--- src/rtl/mul_div_unit_if.sv ---
// rtl/mul_div_unit_if.sv - operand/result bundle between control unit and mul_div_unit
// master drives requests and operands; slave (the unit) returns status and results.
interface mul_div_unit_if #(parameter int WIDTH = 16);
  logic             start;
  logic             op_div;
  logic             op_signed;
  logic [WIDTH-1:0] operand_a;
  logic [WIDTH-1:0] operand_b;
  logic             busy;
  logic             done;
  logic [WIDTH-1:0] result_lo;
  logic [WIDTH-1:0] result_hi;
  logic             div_by_zero;

  modport master (
    output start, op_div, op_signed, operand_a, operand_b,
    input  busy, done, result_lo, result_hi, div_by_zero
  );

  modport slave (
    input  start, op_div, op_signed, operand_a, operand_b,
    output busy, done, result_lo, result_hi, div_by_zero
  );
endinterface

--- src/rtl/mul_div_unit.sv ---
// rtl/mul_div_unit.sv - iterative shift-add multiply / restoring divide, one bit per clock
// Signed operation is compiled in only when MDU_SIGNED_EN is defined.
module mul_div_unit #(
  parameter int WIDTH = 16
) (
  input logic           clk,
  input logic           reset_n,
  mul_div_unit_if.slave bus
);
  localparam int CW = $clog2(WIDTH);

  typedef enum logic [1:0] {IDLE, RUN, DONE} state_t;

  state_t               r_state, w_state_nxt;
  logic [CW-1:0]        r_cnt;
  logic [2*WIDTH-1:0]   r_acc, w_acc_nxt;
  logic [WIDTH-1:0]     r_opnd;
  logic                 r_div;
  logic [WIDTH-1:0]     r_res_lo, r_res_hi;
  logic                 r_dbz;
  logic                 w_load, w_last;
  logic [WIDTH:0]       w_sum, w_rem_sh;
  logic [WIDTH-1:0]     w_rem_sub;
  logic [WIDTH-1:0]     w_mag_a, w_mag_b, w_fin_lo, w_fin_hi;

  always_ff @(posedge clk or negedge reset_n) begin
    if (!reset_n) r_state <= IDLE;
    else          r_state <= w_state_nxt;
  end

  always_comb begin
    w_state_nxt = r_state;
    w_load      = 1'b0;
    w_last      = 1'b0;
    case (r_state)
      IDLE: if (bus.start) begin
        w_load      = 1'b1;
        w_state_nxt = RUN;
      end
      RUN: if (r_cnt == CW'(WIDTH - 1)) begin
        w_last      = 1'b1;
        w_state_nxt = DONE;
      end
      DONE: begin
        w_load      = bus.start;
        w_state_nxt = bus.start ? RUN : IDLE;
      end
      default: w_state_nxt = IDLE;
    endcase
  end

  // Multiply keeps the multiplier in the low half; divide keeps {remainder, dividend}.
  always_comb begin
    w_sum     = {1'b0, r_acc[2*WIDTH-1:WIDTH]} + {1'b0, r_opnd};
    w_rem_sh  = {r_acc[2*WIDTH-1:WIDTH], r_acc[WIDTH-1]};
    w_rem_sub = w_rem_sh[WIDTH-1:0] - r_opnd;
    if (r_div) begin
      if (w_rem_sh >= {1'b0, r_opnd}) w_acc_nxt = {w_rem_sub, r_acc[WIDTH-2:0], 1'b1};
      else                            w_acc_nxt = {w_rem_sh[WIDTH-1:0], r_acc[WIDTH-2:0], 1'b0};
    end else if (r_acc[0]) begin
      w_acc_nxt = {w_sum, r_acc[WIDTH-1:1]};
    end else begin
      w_acc_nxt = {1'b0, r_acc[2*WIDTH-1:1]};
    end
  end

`ifdef MDU_SIGNED_EN
  logic w_sa, w_sb;
  logic r_neg_q, r_neg_r;

  assign w_sa    = bus.op_signed & bus.operand_a[WIDTH-1];
  assign w_sb    = bus.op_signed & bus.operand_b[WIDTH-1];
  assign w_mag_a = w_sa ? -bus.operand_a : bus.operand_a;
  assign w_mag_b = w_sb ? -bus.operand_b : bus.operand_b;

  always_ff @(posedge clk or negedge reset_n) begin
    if (!reset_n) begin
      r_neg_q <= 1'b0;
      r_neg_r <= 1'b0;
    end else if (w_load) begin
      r_neg_q <= w_sa ^ w_sb;
      r_neg_r <= w_sa;
    end
  end

  // A zero divisor keeps the raw all-ones quotient; the remainder sign fix restores the dividend.
  always_comb begin
    if (r_div) begin
      w_fin_lo = (r_neg_q && (r_opnd != '0)) ? -w_acc_nxt[WIDTH-1:0] : w_acc_nxt[WIDTH-1:0];
      w_fin_hi = r_neg_r ? -w_acc_nxt[2*WIDTH-1:WIDTH] : w_acc_nxt[2*WIDTH-1:WIDTH];
    end else begin
      {w_fin_hi, w_fin_lo} = r_neg_q ? -w_acc_nxt : w_acc_nxt;
    end
  end
`else
  logic w_unused;

  assign w_unused = bus.op_signed;
  assign w_mag_a  = bus.operand_a;
  assign w_mag_b  = bus.operand_b;
  assign w_fin_lo = w_acc_nxt[WIDTH-1:0];
  assign w_fin_hi = w_acc_nxt[2*WIDTH-1:WIDTH];
`endif

  always_ff @(posedge clk or negedge reset_n) begin
    if (!reset_n) begin
      r_cnt    <= '0;
      r_acc    <= '0;
      r_opnd   <= '0;
      r_div    <= 1'b0;
      r_res_lo <= '0;
      r_res_hi <= '0;
      r_dbz    <= 1'b0;
    end else if (w_load) begin
      r_cnt  <= '0;
      r_div  <= bus.op_div;
      r_acc  <= {{WIDTH{1'b0}}, (bus.op_div ? w_mag_a : w_mag_b)};
      r_opnd <= bus.op_div ? w_mag_b : w_mag_a;
    end else if (r_state == RUN) begin
      r_cnt <= r_cnt + 1'b1;
      r_acc <= w_acc_nxt;
      if (w_last) begin
        r_res_lo <= w_fin_lo;
        r_res_hi <= w_fin_hi;
        r_dbz    <= r_div & (r_opnd == '0);
      end
    end
  end

  assign bus.busy        = (r_state == RUN);
  assign bus.done        = (r_state == DONE);
  assign bus.result_lo   = r_res_lo;
  assign bus.result_hi   = r_res_hi;
  assign bus.div_by_zero = r_dbz;
endmodule

--- src/flat_wrapper.sv ---
// flat-port wrapper written by rule: the top's interface ports become plain ports
module mul_div_unit_flat 
#(
  parameter int WIDTH = 16
)
  (clk, reset_n, bus_start, bus_op_div, bus_op_signed, bus_operand_a, bus_operand_b, bus_busy, bus_done, bus_result_lo, bus_result_hi, bus_div_by_zero);
  mul_div_unit_if #(.WIDTH(WIDTH)) bus_i ();
  input logic clk;
  input logic reset_n;
  input wire logic [$bits(bus_i.start)-1:0] bus_start;
  input wire logic [$bits(bus_i.op_div)-1:0] bus_op_div;
  input wire logic [$bits(bus_i.op_signed)-1:0] bus_op_signed;
  input wire logic [$bits(bus_i.operand_a)-1:0] bus_operand_a;
  input wire logic [$bits(bus_i.operand_b)-1:0] bus_operand_b;
  output wire logic [$bits(bus_i.busy)-1:0] bus_busy;
  output wire logic [$bits(bus_i.done)-1:0] bus_done;
  output wire logic [$bits(bus_i.result_lo)-1:0] bus_result_lo;
  output wire logic [$bits(bus_i.result_hi)-1:0] bus_result_hi;
  output wire logic [$bits(bus_i.div_by_zero)-1:0] bus_div_by_zero;
  assign bus_i.start = bus_start;
  assign bus_i.op_div = bus_op_div;
  assign bus_i.op_signed = bus_op_signed;
  assign bus_i.operand_a = bus_operand_a;
  assign bus_i.operand_b = bus_operand_b;
  assign bus_busy = bus_i.busy;
  assign bus_done = bus_i.done;
  assign bus_result_lo = bus_i.result_lo;
  assign bus_result_hi = bus_i.result_hi;
  assign bus_div_by_zero = bus_i.div_by_zero;
  mul_div_unit #(.WIDTH(WIDTH)) u_core (.clk(clk), .reset_n(reset_n), .bus(bus_i));
endmodule
--- config.mk ---
export PLATFORM = sky130hd
export DESIGN_NAME = mul_div_unit_flat
export DESIGN_NICKNAME = d
export VERILOG_FILES = /design/src/rtl/mul_div_unit_if.sv /design/src/rtl/mul_div_unit.sv /design/src/flat_wrapper.sv
export SDC_FILE = /design/constraint.sdc
export NUM_CORES = 1
export LEC_CHECK = 0
export BUFFER_PORTS_ARGS = -buffer_cell sky130_fd_sc_hd__buf_2
export CAP_MARGIN = 25
export CORE_ASPECT_RATIO = 0.5
export CORE_MARGIN = 4
export CORE_UTILIZATION = 59
export CTS_CLUSTER_SIZE = 40
export DETAILED_ROUTE_END_ITERATION = 10
export GPL_ROUTABILITY_DRIVEN = 0
export GPL_TIMING_DRIVEN = 0
export PLACE_DENSITY = 0.84
export SLEW_MARGIN = 25
export SYNTH_ARGS = -nofsm -noshare
export SYNTH_HDL_FRONTEND = slang
export SYNTH_SLANG_ARGS = --single-unit
--- constraint.sdc ---
create_clock -name clk -period 2.97 [get_ports clk]
set_input_delay 0.297 -clock clk [delete_from_list [all_inputs] [get_ports clk]]
set_output_delay 0.297 -clock clk [all_outputs]
set_load 0.05 [all_outputs]
==> reports/qor.yml <==
outcome:
  status: "finished, final reports clean"
final_layout:
  synthToLayoutAreaGrowth_pct: 18.64
  insertedDiodeCount: 0
  nets: 816
  layout-drive-gt1-share: 0.1992
  final_area_um2: 6993
worst_setup_path:
  ff2ff_path_depth: 12
  slowest_delay_ns: 0.42
  r2r_setup_slack_ns: 0.06
  r2r_end: "u_core.bus.result_hi[10]$_DFFE_PN0P_"
  end_kind: "register"
  cp_num_buf_inv: 2
  worstPathArrival_ns: 3.19
  start_kind: "register"
  crit_family: "compound AO/OA/AOI/OAI gates"
  worst_ep_required_time_ns: 3.25
  worstPathMaxFanout: 4
  cpMaxStageDelayCell: "dfrtp_1"
  cp_cell_sequence: "buf_4 -> ha_1 -> inv_1 -> fa_1 -> a21o_1 -> a221oi_4 -> a21oi_4 -> nor4b_2 -> nor2_1 -> o311a_1 -> nor4b_4 -> mux2_2"
  r2r-start: "u_core.r_opnd[0]$_DFFE_PN0P_"
  setup.worst_path.end: "u_core.bus.result_hi[10]$_DFFE_PN0P_"
  criticalPathCategory: "reg2reg"
  cp.depth: 12
  crit_start: "u_core.r_opnd[0]$_DFFE_PN0P_"
drt:
  wl_um: 18170
  first_iter_violations: 529
  wl_per_cell_um: 20.58
  dr.pass1.iters: 8
  ant_nets: 0
  drc: 0
  viasPerCell: 6.530
  vias: 5766
clock_network:
  cts_max_level: 3
  clkTransAtPathRegs_ns: 0.06
  clockBufferDepth: 2
  cts.sinks: 88
  cts_tree: "yes"
  clk_latency_ns: 0.35
  cts_buffers: 9
  cts_root_buffer: "clkbuf_16"
logic_synthesis:
  synth_nets: 721
  synthDistinctLibCells: 67
  synth_edf_count: 0
  yosys_most_used_dff: "dfrtp_1"
  yosys_warnings: 0
  syn_inst: 649
  syn-mean-instance-area_um2: 9.082
  synth-seq-area-share: 0.3736
  async_reset_ff_frac: 1.000
  synth-seq-cells: 88
  syn-cell-area_um2: 5894
die:
  initial_utilization: 0.6158
  core_um2: 9572
  die_h_um: 78.68
  dieArea_um2: 11750
  io_pins: 72
  fp-row-count: 25
  die_w_um: 149.4
place:
  io_buffers: 69
  pre_cts_slack_ns: -0.09834
  placed_area_um2: 6442
  hpwlAfterDp_um: 13140
global_route:
  grt_pass1_vias: 5481
  grtUsageTotal: 0.3084
  grt_max_degree: 79
  overflow: 0
  antenna_found_initial: 0
  grt_pass1_wl_um: 28370
timing:
  fmax_mhz: 343.9
  worst_slack_ns: 0.06197
  setup_viol: 0
  finalCritPeriodShare: 0.9791
  maxSlewViolCount: 0
  tightest_slew_ns: 0.9132
  finalHoldViolCount: 0
  fin_crit_ns: 2.908
  slew_headroom: 0.3890
  skew_ns: 0.01390
  rsz0062_at_grt: "yes"
  fin_setup_tns_ns: 0
worst_hold_path:
  hold_path_class: "in2reg"
job:
  maxCapViolations: 0
worst min-delay path, cell delays in order:
cell and delay (ns):
buf_2 0.09, mux2i_1 0.06, o21ai_0 0.13
worst min path at each step:
stage	from	endpoint	slack, ns	cells past startpoint
2_1_floorplan	reset_n	u_core.bus.div_by_zero$_DFFE_PN0P_	0.001	0
3_3_place_gp	u_core.bus.result_hi[13]$_DFFE_PN0P_	u_core.bus.result_hi[13]$_DFFE_PN0P_	0.46	2
3_5_place_dp	reset_n	u_core.bus.result_hi[12]$_DFFE_PN0P_	0.11	1
4_1_cts	bus_operand_a[10]	u_core.r_opnd[10]$_DFFE_PN0P_	0.27	3
5_1_grt	bus_operand_a[14]	u_core.r_opnd[14]$_DFFE_PN0P_	0.28	3
6_report	bus_operand_b[14]	u_core.r_opnd[14]$_DFFE_PN0P_	0.28	3
final cells by class:
type / count / area (um2)
inverter: 24 / 90.09
clock buffer: 9 / 225.2
clock inverter: 6 / 68.82
multi-input combinational: 502 / 3602
buffer: 35 / 145.1
fill: 695 / 2579
sequential: 88 / 2206
tap: 135 / 168.9
timing repair buffer: 84 / 486.7
kinds of logic after synthesis:
family / Yosys count / share of synthesized area
buf+inv: 59 / 0.03927
simple gates: 177 / 0.1420
compound gates: 197 / 0.2131
xor+xnor: 24 / 0.03566
fa+ha+maj: 35 / 0.07684
mux: 69 / 0.1195
flops: 88 / 0.3736
cells in the final DEF (no fill, tap or decap), drive strengths merged, types with 2 or more instances in the layout:
cell       n
o21a       4
a32o       2
xor2      11
nor3       4
a22o       5
and2       5
a221oi     2
a21o      11
nand3b     4
nor4b      2
and3       6
a2111oi    2
nor4       9
a21oi     46
ha        33
or2        3
o21bai     3
nand4      5
a311oi     4
nand2     70
nand3      7
nand2b     9
o21ai     80
o211ai     7
nor2b      5
a31oi      3
clkinvlp   3
or3        3
inv       25
mux2i     58
buf       91
dfrtp     88
a41o       2
clkbuf    36
fa         2
mux2      11
nor2      42
a211oi     9
a31o       4
xnor2     13
flip-flops by register name (all words and copies together) (netlist names):
register                count
u_core.r_state              2
u_core.bus.result_hi       16
u_core.r_acc               32
u_core.r_opnd              16
u_core.bus.result_lo       16
u_core.r_div                1
u_core.r_cnt                4
u_core.bus.div_by_zero      1
cell usage after synthesis (all sizes together) (13+ instances only):
library cell	instances	area, um2
mux2i	58	580.6
dfrtp	88	2202
nor2	42	157.7
nand2	70	262.8
inv	24	90.09
clkbuf	27	101.4
xnor2	13	113.9
ha	33	412.9
o21ai	80	415.4
a21oi	46	245.2
per-stage QoR:
step	hold WS, ns	utilization	std cells
floorplan	0.001409	-	649
global placement	0.4574	0.6695	853
detailed placement	0.1146	0.6731	854
CTS	0.2750	0.7114	875
global route	0.2816	0.7306	883
finish	0.2772	0.7306	883
timing repair:
action | in CTS | in global routing
setup endpoints to repair | 14 | 24
pin swaps | 3 | 12
hold buffers | 1 | 0
resized for setup | 7 | 23
hold endpoints to repair | 10 | 0
buffers inserted | 5 | 8
layer usage:
metal	vias up	wire length (um)	track usage
met5	-	0	0
li1	2545	-	-
met4	0	698	0.1068
met1	2767	7569	0.4211
met2	375	8028	0.4860
met3	79	1874	0.07209
Power is not shown: default switching activity piles up to over one toggle a cycle in this logic, so the estimate is an artifact.
